===== config.mk =====
export PLATFORM = sky130hd
export DESIGN_NAME = am_output_guard
export DESIGN_NICKNAME = d
export VERILOG_FILES = /design/src/rtl/am_guard_pkg.sv /design/src/rtl/am_gain_scaler.sv /design/src/rtl/am_output_guard.sv
export SDC_FILE = /design/constraint.sdc
export NUM_CORES = 1
export LEC_CHECK = 0
export CORE_MARGIN = 2
export CORE_UTILIZATION = 40
export CTS_CLUSTER_SIZE = 16
export DETAILED_ROUTE_END_ITERATION = 10
export DONT_BUFFER_PORTS = 1
export PLACE_DENSITY = 0.57
export SLEW_MARGIN = 20
export SYNTH_ARGS = -nofsm -noshare
export SYNTH_HDL_FRONTEND = slang
export SYNTH_SLANG_ARGS = --single-unit

===== constraint.sdc =====
create_clock -name clk -period 9.4 [get_ports clk]
set_clock_uncertainty 0.2 [all_clocks]
set_input_delay 1.88 -clock clk [delete_from_list [all_inputs] [get_ports clk]]
set_output_delay 1.88 -clock clk [all_outputs]
set_load 0.02 [all_outputs]

===== src/rtl/am_guard_pkg.sv =====
// Shared state encoding and gain-target helper for the AM output guard.
package am_guard_pkg;

    typedef enum logic [1:0] {
        ST_MUTED    = 2'd0,
        ST_FADE_IN  = 2'd1,
        ST_RUN      = 2'd2,
        ST_FADE_OUT = 2'd3
    } guard_state_e;

    // Attenuated target is half scale, snapped down onto the step grid so ramps land on it exactly.
    function automatic int unsigned gain_target(input logic        atten,
                                                input int unsigned gain_max,
                                                input int unsigned gain_step);
        if (atten) begin
            return ((gain_max / 2) / gain_step) * gain_step;
        end
        return gain_max;
    endfunction

endpackage


===== src/rtl/am_gain_scaler.sv =====
// Registered signed sample scaler: m_data = floor(s_data * gain / 2**GAIN_W), exact at unity and zero gain.
module am_gain_scaler #(
    parameter int DATA_W = 16,
    parameter int GAIN_W = 8
) (
    input  logic                     clk,
    input  logic                     rst,
    input  logic                     s_valid,
    input  logic signed [DATA_W-1:0] s_data,
    input  logic        [GAIN_W-1:0] gain,
    output logic                     m_valid,
    output logic signed [DATA_W-1:0] m_data
);

    localparam int PROD_W = DATA_W + GAIN_W + 1;
    localparam logic [GAIN_W-1:0] GAIN_FULL = '1;

    logic signed [PROD_W-1:0] product;
    logic                     unused_prod_hi;
    logic        [GAIN_W-1:0] unused_prod_lo;
    logic signed [DATA_W-1:0] scaled;

    logic                     m_valid_d, m_valid_q;
    logic signed [DATA_W-1:0] m_data_d,  m_data_q;

    // Gain is unsigned; the zero-extended operand keeps the multiply signed without flipping large gains negative.
    assign product = $signed(PROD_W'(s_data)) * $signed(PROD_W'({1'b0, gain}));
    assign {unused_prod_hi, scaled, unused_prod_lo} = product;

    // NOTE: every variable assigned in always_comb gets a default first, so no path can infer a latch.
    always_comb begin
        m_valid_d = s_valid;
        m_data_d  = m_data_q;
        if (s_valid) begin
            if (gain == '0) begin
                m_data_d = '0;
            end else if (gain == GAIN_FULL) begin
                m_data_d = s_data;
            end else begin
                m_data_d = scaled;
            end
        end
    end

    // NOTE: sequential state uses non-blocking assignments so all flops update together at the edge.
    always_ff @(posedge clk or posedge rst) begin
        if (rst) begin
            m_valid_q <= 1'b0;
            m_data_q  <= '0;
        end else begin
            m_valid_q <= m_valid_d;
            m_data_q  <= m_data_d;
        end
    end

    assign m_valid = m_valid_q;
    assign m_data  = m_data_q;

endmodule


===== src/rtl/am_output_guard.sv =====
// Watchdog-driven click-free mute/fade of the AM sample stream ahead of the DAC.
// Optional WARN_ATTEN_EN: in RUN, watchdog warning steps gain down to about half scale.
module am_output_guard
    import am_guard_pkg::*;
#(
    parameter int DATA_W    = 16,
    parameter int GAIN_W    = 8,
    parameter int GAIN_STEP = 51,
    parameter int TICK_DIV  = 1024
) (
    input  logic                     clk,
    input  logic                     rst,
    input  logic                     enable,
    input  logic                     wd_triggered,
    input  logic                     wd_warning,
    input  logic                     s_valid,
    input  logic signed [DATA_W-1:0] s_data,
    output logic                     m_valid,
    output logic signed [DATA_W-1:0] m_data,
    output logic        [GAIN_W-1:0] gain,
    output logic                     muted,
    output logic        [1:0]        state
);

    localparam int GAIN_MAX = 2**GAIN_W - 1;
    localparam int TICK_W   = (TICK_DIV > 2) ? $clog2(TICK_DIV) : 1;

    localparam logic [TICK_W-1:0] TICK_LAST = TICK_W'(TICK_DIV - 1);
    localparam logic [GAIN_W-1:0] GAIN_FULL = GAIN_W'(GAIN_MAX);
    localparam logic [GAIN_W-1:0] GAIN_INC  = GAIN_W'(GAIN_STEP);

    if (GAIN_STEP < 1 || GAIN_STEP > GAIN_MAX) begin : g_bad_step_range
        $error("am_output_guard: GAIN_STEP out of range");
    end else if ((GAIN_MAX % GAIN_STEP) != 0) begin : g_bad_step_grid
        $error("am_output_guard: GAIN_MAX must be a multiple of GAIN_STEP");
    end
    if (TICK_DIV < 2) begin : g_bad_tick
        $error("am_output_guard: TICK_DIV must be at least 2");
    end

    guard_state_e      state_d, state_q;
    logic [GAIN_W-1:0] gain_d,  gain_q;
    logic [TICK_W-1:0] tick_d,  tick_q;

    logic              stop;
    logic              tick_end;
    logic [GAIN_W:0]   gain_up;

    assign stop     = wd_triggered | ~enable;
    assign tick_end = (tick_q == TICK_LAST);
    assign gain_up  = {1'b0, gain_q} + {1'b0, GAIN_INC};

`ifdef WARN_ATTEN_EN
    logic [GAIN_W-1:0] target;
    assign target = GAIN_W'(gain_target(wd_warning & ~wd_triggered,
                                        int'(GAIN_MAX), int'(GAIN_STEP)));
`else
    logic unused_warning;
    assign unused_warning = wd_warning;
`endif

    always_comb begin
        state_d = state_q;
        gain_d  = gain_q;
        unique case (state_q)
            ST_MUTED: begin
                gain_d = '0;
                if (!stop) state_d = ST_FADE_IN;
            end
            ST_FADE_IN: begin
                if (stop) begin
                    state_d = ST_FADE_OUT;
                end else if (tick_end) begin
                    if (gain_up >= {1'b0, GAIN_FULL}) begin
                        gain_d  = GAIN_FULL;
                        state_d = ST_RUN;
                    end else begin
                        gain_d = gain_up[GAIN_W-1:0];
                    end
                end
            end
            ST_RUN: begin
                if (stop) begin
                    state_d = ST_FADE_OUT;
                end else if (tick_end) begin
`ifdef WARN_ATTEN_EN
                    if (gain_q < target) begin
                        gain_d = (gain_up >= {1'b0, target}) ? target : gain_up[GAIN_W-1:0];
                    end else if (gain_q > target) begin
                        gain_d = ((gain_q - target) <= GAIN_INC) ? target : gain_q - GAIN_INC;
                    end
`else
                    gain_d = GAIN_FULL;
`endif
                end
            end
            ST_FADE_OUT: begin
                // Fade-out runs to completion regardless of stop, so the carrier never jumps.
                if (tick_end) begin
                    if (gain_q <= GAIN_INC) begin
                        gain_d  = '0;
                        state_d = ST_MUTED;
                    end else begin
                        gain_d = gain_q - GAIN_INC;
                    end
                end
            end
            default: state_d = ST_MUTED;
        endcase

        tick_d = (state_d != state_q || tick_end) ? '0 : tick_q + 1'b1;
    end

    always_ff @(posedge clk or posedge rst) begin
        if (rst) begin
            state_q <= ST_MUTED;
            gain_q  <= '0;
            tick_q  <= '0;
        end else begin
            state_q <= state_d;
            gain_q  <= gain_d;
            tick_q  <= tick_d;
        end
    end

    am_gain_scaler #(
        .DATA_W (DATA_W),
        .GAIN_W (GAIN_W)
    ) u_scaler (
        .clk     (clk),
        .rst     (rst),
        .s_valid (s_valid),
        .s_data  (s_data),
        .gain    (gain_q),
        .m_valid (m_valid),
        .m_data  (m_data)
    );

    assign gain  = gain_q;
    assign muted = (state_q == ST_MUTED);
    assign state = state_q;

endmodule


==> impl_results.md, run 1 <==
* Max Cap Viol at 0
* Crit end category: flip-flop
* Port Buffers at 0
* Most frequent cells in the layout: inv_1 (148), fa_1 (99), nand2_1 (95), and2_1 (61), ha_1 (46)
* I/O pins at 50
* Routed WL at 16160 um
* Antenna violations before repair at 0
* Number of synthesized flops with an enable pin at 0
* Complex-gate fraction of the synthesized area at 0.1326
* Root Buffer: clkbuf_16
* Die area at 0.01731 mm^2
* P_sw at 0.0001031 W
* Final instance area at 0.006858 mm^2
* Overflow left after global routing at 0
* Worst Hold Class: flip-flop to flip-flop
* CTS Buf Count at 5
* WP data required at 9.35 ns
* Hold violation count in the final report at 0
* Via count at 5116
* Post-synthesis mux area share at 0.001537
* Post-synth ARST share at 1.000
* DRT Pass-1 Iters at 5
* Syn nets at 930
* H-tree level count at 2
* Critical path startpoint category: input pin
* Library cells used by synthesis at 57
* Seq/Total Area, Yosys at 0.1422
* Initial Util at 0.4099
* Xor/xnor share of the synthesized area at 0.03766
* Clk buf depth at 2
* Post-cts resize count at 0
* Post CTS Setup Buffer Count at 0
* Lkg Pwr at 3.422 nW
* Largest family of logic cells by synthesized area: adder cells
* Top_reg_cell synth: dfrtp_1
* Post-layout util at 0.4317
* Synthesized area per cell at 8.534 um^2
* Clock-pin transition on the worst setup and hold timing paths at 0.06 ns
* Pins Over Slew Limit at 0
* Simple-gate share of the synthesized area at 0.1847
* Largest net degree at the start of global routing at 38
* Die height at 131.6 um
* Yosys top cell area share at 0.3044
* DP Area at 0.006686 mm^2
* GP Congestion at 0.8623
* Ant diodes at 0
* Pint at 0.0003179 W
* FP Rows at 46
* Clk network pwr share at 0.464
* CTS tree: built
* Power density over the cells at 61.38 mW/mm^2
* Switching share of power at 0.2449
* Setup TNS at 0 ns
* Max incr delay on CP at 0.58 ns
* Ys Warns at 0
* CP Max Fanout at 9
* Hold Buf Count CTS at 0
* WL/cell at 16.91 um
* Iter 0 DRT Violations at 315
* All-Layer GR Usage at 0.1980
* DRC at 0
* Core area at 0.01589 mm^2
* Detailed placement HPWL at 12610 um
* Post-route antenna net violation count at 0
* First-pass GRT wire length at 28020 um
* Worst vdd ir at 0.06285 mV
* Final period util at 0.6696
* Most common cell after layout, fill and taps aside: inv_1
* Seq pwr share at 0.451
* Total power at 0.0004210 W
* Relative slew slack at 0.2511
* Syn Std Cell Area at 0.006511 mm^2
* Final setup viols at 0
* Adder-Cell Fraction of Synth Area at 0.3928
* CP max-delay cell: fa_1
* Status: finished clean
* Logic pwr share at 0.085
* Vias per std cell at 5.351
* Critical Path, Cell by Cell: and2_1, fa_1, inv_1, fa_1, inv_1, fa_1, inv_1, fa_1, inv_1, ha_1, a21oi_1, o21ai_0, a211oi_1, o21ai_2, a41oi_1, xnor2_1, o21ai_0
* CP arrival at 6.25 ns
* Cells after synthesis at 763
* Worst-Skew Late Latency at 0.28 ns
* Layout cells sized above 1 at 0.04324
* Total Nets Final at 906
* Vias in the first global route at 5634
* Layout Area Growth over Synthesis at 5.323%
* RSZ-0062 raised after global routing: no
* Top post-synthesis cells by area: fa_1 (30%), dfrtp_1 (14%), ha_1 (8.8%), inv_1 (8.5%), and2_1 (5.9%)
* Yosys reg bits at 37
* Clock Sinks at 37
* Post-route minimum period at 6.294 ns
* DIE WIDTH at 131.6 um
* Leading area contributor after synthesis: fa_1
* Max Clk Rate at 158.9 MHz
* Setup CP Type: input pin to flip-flop
* Worst-margin pin slew at 1.123 ns
-- metal layers --
metal / vias up / global-route usage / part of all wire
met5: - / 0 / 0
met4: 0 / 0.04589 / 0.013
met3: 19 / 0.03009 / 0.053
met2: 137 / 0.3400 / 0.49
met1: 2610 / 0.2636 / 0.44
li1: 2350 / - / -
-- registers in the layout, indices dropped and copies added (netlist names) --
register          cells
u_scaler.m_data      16
tick_q               10
gain                  8
state                 2
u_scaler.m_valid      1
-- cell families (layout without fill, tap and decap cells) --
group / Yosys count / in the layout
fa+ha+maj: 145 / 145
compound gates: 121 / 121
simple gates: 244 / 244
flops: 37 / 37
xor+xnor: 28 / 28
buf+inv: 187 / 164
mux: 1 / 1
-- area by class of cell --
| type | instances | area [um^2] |
|---|---|---|
| Timing Repair Buffer | 7 | 52.55 |
| Inverter | 149 | 559.3 |
| Fill cell | 1611 | 9027 |
| Clock inverter | 3 | 46.29 |
| Clock buffer | 5 | 125.1 |
| Tap cell | 216 | 270.3 |
| Multi-Input combinational cell | 539 | 4878 |
| Sequential cell | 37 | 925.9 |
-- cell usage after synthesis (6+ instances only) --
library cell / count
buf_1: 12
nor2_1: 34
fa_1: 99
ha_1: 46
o211ai_1: 7
a22o_1: 7
nand2b_1: 6
xor2_1: 13
o21ai_1: 7
a21oi_1: 24
dfrtp_1: 37
o21ai_0: 19
o21ai_2: 6
inv_1: 148
nand2_1: 95
and2_1: 61
nor2b_1: 12
clkbuf_1: 22
nand3_1: 14
xnor2_1: 15
-- per-stage QoR --
stage               std cells  hold WS, ns  setup WS [ns]
finish                    956       0.2834          3.106
CTS                       956       0.2870          3.112
floorplan                 763       0.2549          3.025
detailed placement        948       0.2773          2.822
global placement          948       0.2707          2.907
global route              956       0.3334          2.809
-- worst max-delay path: cells and delay by family --
| family | cells | cell delay [ns] |
|---|---|---|
| AO/OA/AOI/OAI | 6 | 1.23 |
| adder cells (fa/ha/maj) | 5 | 2.49 |
| buffers and inverters | 4 | 0.33 |
| AND/OR/NAND/NOR | 1 | 0.18 |
| XOR/XNOR | 1 | 0.15 |
-- power by group through the flow --
| stage | Clock (W) | Sequential [W] | Combinational [W] |
|---|---|---|---|
| finish | 0.000195 | 0.000190 | 0.0000358 |
| floorplan | 0 | 0.000189 | 0.0000366 |
| global route | 0.000207 | 0.000193 | 0.0000434 |
| global placement | 0 | 0.000192 | 0.0000352 |
| CTS | 0.000199 | 0.000190 | 0.0000367 |
| detailed placement | 0 | 0.000193 | 0.0000366 |
-- worst paths after layout --
| check | start | end | slack, ns | cells past startpoint |
|---|---|---|---|---|
| hold / removal | tick_q[0] | tick_q[0] | 0.28 | 1 |
| setup / recovery | s_data[15] | u_scaler.m_data[15] | 3.11 | 17 |
| hold reg to reg | tick_q[0] | tick_q[0] | 0.28 | 1 |
| setup reg to reg | gain[3] | u_scaler.m_data[15] | 3.69 | 17 |
| max in group asynchronous | rst | tick_q[3] | 7.27 | 2 |
| min in group asynchronous | rst | u_scaler.m_data[8] | 1.39 | 2 |
Note: power is estimated with default switching activity, not from simulation.
==> run 2: changes to the inputs <==
Settings changed: ABC_AREA from default to 1, PLACE_DENSITY 0.57 to 0.59.
Clock period 9.4 ns to 5.18 ns, I/O delays scaled along.
==> impl_results.md, run 2 <==
* GP Congestion at 0.8712
* Lkg Pwr at 4.636 nW
* FP Rows at 48
* First-pass GRT wire length at 29550 um
* Clk buf depth at 2
* Max Cap Viol at 0
* Vias per std cell at 4.773
* Total Nets Final at 1181
* Simple-gate share of the synthesized area at 0.2427
* Stages on worst setup path at 19
* Hold violation count in the final report at 0
* Post-synth ARST share at 1.000
* P_sw at 0.0002285 W
* Layout cells sized above 1 at 0.1034
* Worst Reg2Reg Path Length in Cells at 21
* All-Layer GR Usage at 0.2014
* Critical Path, Cell by Cell: nand2_1, inv_1, fa_1, inv_2, fa_1, inv_1, fa_1, inv_1, fa_1, inv_1, ha_1, nand2_1, buf_4, nor4_2, nand4_1, nand4_1, nand3_1, nand2_1, nand2_1
* Routed WL at 17280 um
* Top cells by count, synth: nand2_1 (259), inv_1 (246), fa_1 (99)
* Post-route minimum period at 4.945 ns
* Via count at 5919
* Die area at 0.01835 mm^2
* DP Area at 0.007550 mm^2
* Post-synthesis mux area share at 0
* Yosys reg bits at 37
* Pins Over Slew Limit at 0
* Overflow left after global routing at 0
* Initial Util at 0.4039
* Cells after synthesis at 978
* Clock Sinks at 37
* Largest net degree at the start of global routing at 38
* Total power at 0.0008615 W
* Detailed placement HPWL at 13800 um
* Ys Warns at 0
* Post-layout util at 0.4552
* Max Clk Rate at 202.2 MHz
* Vias in the first global route at 5946
* Number of synthesized flops with an enable pin at 0
* Port Buffers at 0
* DIE WIDTH at 135.5 um
* Logic pwr share at 0.145
* Setup CP Type: input pin to flip-flop
* CP Max Fanout at 9
* Hold Path Depth at 1
* Largest family of logic cells by synthesized area: adder cells
* H-tree level count at 2
* WP buf/inv at 6
* Synthesized area per cell at 7.068 um^2
* Fin cells at 1240
* Pint at 0.0006330 W
* Core area at 0.01712 mm^2
* WHS at 0.3264 ns
* Placed insts at 1230
* Worst vdd ir at 0.1702 mV
* Syn nets at 1145
* Most common cell after layout, fill and taps aside: nand2_1
* Yosys top cell area share at 0.2867
* Library cells used by synthesis at 42
* Complex-gate fraction of the synthesized area at 0.07059
* Switching share of power at 0.2652
* # fillers at 1824
* Worst Hold Class: flip-flop to flip-flop
* Max incr delay on CP at 0.54 ns
* Relative slew slack at 0.4635
* Top_reg_cell synth: dfrtp_1
* Status: finished clean
* Most frequent cells in the layout: nand2_1 (257), inv_1 (243), fa_1 (99), nor2_1 (83), buf_4 (62)
* Worst-margin pin slew at 0.8039 ns
* Max reg flops at 16
* Ant diodes at 0
* Top-count cell post-synth: nand2_1
* Crit end category: flip-flop
* Top post-synthesis cells by area: fa_1 (29%), nand2_1 (14%), dfrtp_1 (13%), inv_1 (13%), ha_1 (8.3%)
* CP max-delay cell: fa_1
* Crit path max-delay family: adder cells
* WL/cell at 13.94 um
* I/O pins at 50
* Antenna violations before repair at 0
* Clk network pwr share at 0.466
* DRT Pass-1 Iters at 5
* Iter 0 DRT Violations at 245
* Syn Std Cell Area at 0.006913 mm^2
* CP arrival at 4.92 ns
* CTS tree: built
* Layout Area Growth over Synthesis at 12.71%
* Worst-Skew Late Latency at 0.28 ns
* Root Buffer: clkbuf_16
* Die height at 135.5 um
* CTS Buf Count at 5
* Seq pwr share at 0.390
* Post-route antenna net violation count at 0
* Xor/xnor share of the synthesized area at 0.02534
* Final instance area at 0.007791 mm^2
* Hold Buf Count CTS at 0
* Power density over the cells at 110.6 mW/mm^2
* Critical path startpoint category: input pin
* Adder-Cell Fraction of Synth Area at 0.3700
* WP data required at 5.15 ns
* Final setup viols at 0
* Leading area contributor after synthesis: fa_1
* RSZ-0062 raised after global routing: no
* DRC at 0
* Seq/Total Area, Yosys at 0.1339
* Clock-pin transition on the worst setup and hold timing paths at 0.06 ns
* Final period util at 0.9547
run 2: cell types whose count changed in the layout (fill, tap and decap cells not counted), sizes merged, moves of 12 or more:
cell,delta
nand3,+19
nor2b,-12
and2,-60
buf,+57
nor2,+50
inv,+102
nand2,+170
run 2: worst register-to-register path, stage by stage (launching register included):
cell     delay, ns
dfrtp_2       0.54
buf_4         0.26
nand2_1       0.07
inv_1         0.05
fa_1          0.46
fa_1          0.51
fa_1          0.50
inv_1         0.06
fa_1          0.53
inv_1         0.04
ha_1          0.30
nand2_1       0.09
inv_1         0.08
nand3_1       0.12
o21ai_2       0.21
nand2_1       0.09
nand2_2       0.12
nand3_1       0.11
nand3_1       0.08
nand2_1       0.05
o21ai_1       0.22
nand2_1       0.07
run 2: final timing paths:
path / startpoint / end / slack (ns)
min in group asynchronous: rst / u_scaler.m_data[12] / 0.55
setup / recovery: s_data[15] / u_scaler.m_data[13] / 0.23
hold / removal: tick_q[0] / tick_q[0] / 0.33
hold reg to reg: tick_q[0] / tick_q[0] / 0.33
setup reg to reg: gain[5] / u_scaler.m_data[11] / 0.29
max in group asynchronous: rst / gain[4] / 3.86
run 2: cell type report:
cell class | instances | area [um^2] | share of cell area
well taps | 225 | 281.5 | 0.03613
clock buffers | 5 | 125.1 | 0.01606
multi-input cells | 656 | 4938 | 0.6339
inverters | 250 | 938.4 | 0.1204
repair buffers | 64 | 505.5 | 0.06488
clock inverters | 3 | 68.82 | 0.008833
flip-flops and latches | 37 | 933.4 | 0.1198
run 2: power groups by stage:
stage	Combinational [W]	Clock [W]	Sequential, W
after floorplan	0.000117	0	0.000337
after global placement	0.000126	0	0.000341
after detailed placement	0.000125	0	0.000341
after CTS	0.000126	0.000407	0.000336
after global routing	0.000145	0.000421	0.000340
final	0.000125	0.000401	0.000336
run 2: per-stage QoR:
stage	worst slack [ns]	setup TNS [ns]
after global routing	0.006148	0
final	0.2345	0
after CTS	0.09717	0
after global placement	-0.08900	-0.2602
after floorplan	-0.01145	-0.01145
after detailed placement	-0.09835	-0.4583
run 2: logic make-up (layout without fill, tap and decap cells):
logic type,count (synthesis),count (layout)
AND/OR/NAND/NOR,405,405
adder cells (fa/ha/maj),145,145
buffers and inverters,285,322
flip-flops,37,37
AO/OA/AOI/OAI,86,86
XOR/XNOR,20,20
run 2: repair_timing:
item / in CTS / in global routing
buffers inserted: 0 / 2
endpoints found under the setup margin: 0 / 14
gates resized for setup: 0 / 13
run 2: metal layers:
layer	wire length, um	vias up	track usage
met4	282	0	0.04109
met5	0	-	0
li1	-	2948	-
met1	7801	2822	0.2697
met3	692	17	0.01609
met2	8505	132	0.3587
==> run 3: changes to the inputs <==
Settings changed: ABC_AREA 1 to default.
==> impl_results.md, run 3 (synthesis results as in run 1) <==
* GP Congestion at 0.8933
* Layout Area Growth over Synthesis at 11.70%
* FP Rows at 46
* All-Layer GR Usage at 0.1941
* Worst-Skew Late Latency at 0.28 ns
* Setup CP Type: input pin to flip-flop
* Hold Buf Count CTS at 0
* Crit end category: flip-flop
* CTS tree: built
* WP data required at 5.15 ns
* H-tree level count at 2
* Clock Sinks at 37
* Post CTS Setup Buffer Count at 0
* Layout cells sized above 1 at 0.1113
* DRT Pass-1 Iters at 4
* Detailed placement HPWL at 12770 um
* Pins Over Slew Limit at 0
* DP Area at 0.007103 mm^2
* Worst-margin pin slew at 0.6874 ns
* Initial Util at 0.4099
* CP arrival at 4.98 ns
* Total Nets Final at 948
* Overflow left after global routing at 0
* Post-route minimum period at 5.017 ns
* Iter 0 DRT Violations at 302
* Vias in the first global route at 5524
* Post-route antenna net violation count at 0
* Clk buf depth at 2
* DRC at 0
* Die area at 0.01731 mm^2
* Ant diodes at 0
* Port Buffers at 0
* Post-layout util at 0.4579
* CP Max Fanout at 8
* Setup TNS at 0 ns
* Status: finished clean
* Final period util at 0.9686
* Hold Path Depth at 1
* Fin worst setup slack at 0.1626 ns
* Worst Reg2Reg Path Length in Cells at 16
* Setup WS pre-CTS at -0.1626 ns
* Relative slew slack at 0.5387
* Critical path startpoint category: input pin
* DIE WIDTH at 131.6 um
* Antenna violations before repair at 0
* Most common cell after layout, fill and taps aside: inv_1
* Largest net degree at the start of global routing at 38
* Worst vdd ir at 0.1535 mV
* Final setup viols at 0
* Core area at 0.01589 mm^2
* Worst Hold Class: flip-flop to flip-flop
* I/O pins at 50
* Max Clk Rate at 199.3 MHz
* CTS Buf Count at 5
* Max reg flops at 16
* Root Buffer: clkbuf_16
* Post-cts resize count at 0
* Via count at 5153
* Power density over the cells at 98.64 mW/mm^2
* Max Cap Viol at 0
* Hold violation count in the final report at 0
* Final instance area at 0.007273 mm^2
* RSZ-0062 raised after global routing: yes
* Clock-pin transition on the worst setup and hold timing paths at 0.06 ns
* Lkg Pwr at 3.642 nW
* First-pass GRT wire length at 27520 um
* Most frequent cells in the layout: inv_1 (146), fa_1 (99), nand2_1 (93), and2_1 (61), buf_4 (46)
* Total power at 0.0007174 W
* Routed WL at 15790 um
* Die height at 131.6 um
* Vias per std cell at 5.163
* WL/cell at 15.82 um
-- run 3: critical path, stage by stage --
cell and delay, ns:
and2_1 0.15, fa_1 0.46, fa_1 0.56, inv_1 0.05, fa_1 0.48, inv_1 0.05, fa_1 0.49, ha_4 0.29
nand4bb_1 0.10, or3_4 0.40, a31o_2 0.29, o21ai_1 0.19, buf_4 0.13, a21oi_1 0.06, a221o_1 0.25
-- run 3: worst paths after layout --
| check | startpoint | end | slack [ns] |
|---|---|---|---|
| setup reg to reg | gain[1] | u_scaler.m_data[5] | 0.23 |
| hold reg to reg | tick_q[0] | tick_q[0] | 0.29 |
| min in group asynchronous | rst | u_scaler.m_data[13] | 0.54 |
| hold / removal | tick_q[0] | tick_q[0] | 0.29 |
| setup / recovery | s_data[1] | u_scaler.m_data[5] | 0.16 |
| max in group asynchronous | rst | gain[3] | 3.85 |
-- run 3: report_power, final --
part | total (W) | switching (W) | leakage, nW | internal (W)
combinational | 0.0000668 | 0.0000352 | 3.08 | 0.0000315
sequential | 0.000345 | 0.0000276 | 0.489 | 0.000317
clock | 0.000306 | 0.000125 | 0.0704 | 0.000181
-- run 3: cell type report --
type / count / area, um^2
fillers: 1591 / 8612
clock inverters: 3 / 25.02
well taps: 216 / 270.3
repair buffers: 49 / 405.4
multi-input cells: 539 / 4961
clock buffers: 5 / 125.1
flip-flops and latches: 37 / 927.1
inverters: 149 / 559.3
-- run 3: layer usage --
| metal | vias up | global-route usage | share of wire | wire, um |
|---|---|---|---|---|
| li1 | 2427 | - | - | - |
| met1 | 2603 | 0.2615 | 0.44 | 7007 |
| met2 | 115 | 0.3351 | 0.49 | 7804 |
| met3 | 8 | 0.03318 | 0.056 | 879 |
| met4 | 0 | 0.02838 | 0.0063 | 99 |
| met5 | - | 0 | 0 | 0 |
-- run 3: stage by stage --
stage	cells	hold WS (ns)
2_1_floorplan	763	0.2549
3_3_place_gp	990	0.2734
3_5_place_dp	990	0.2836
4_1_cts	998	0.2921
5_1_grt	998	0.3197
6_report	998	0.2907
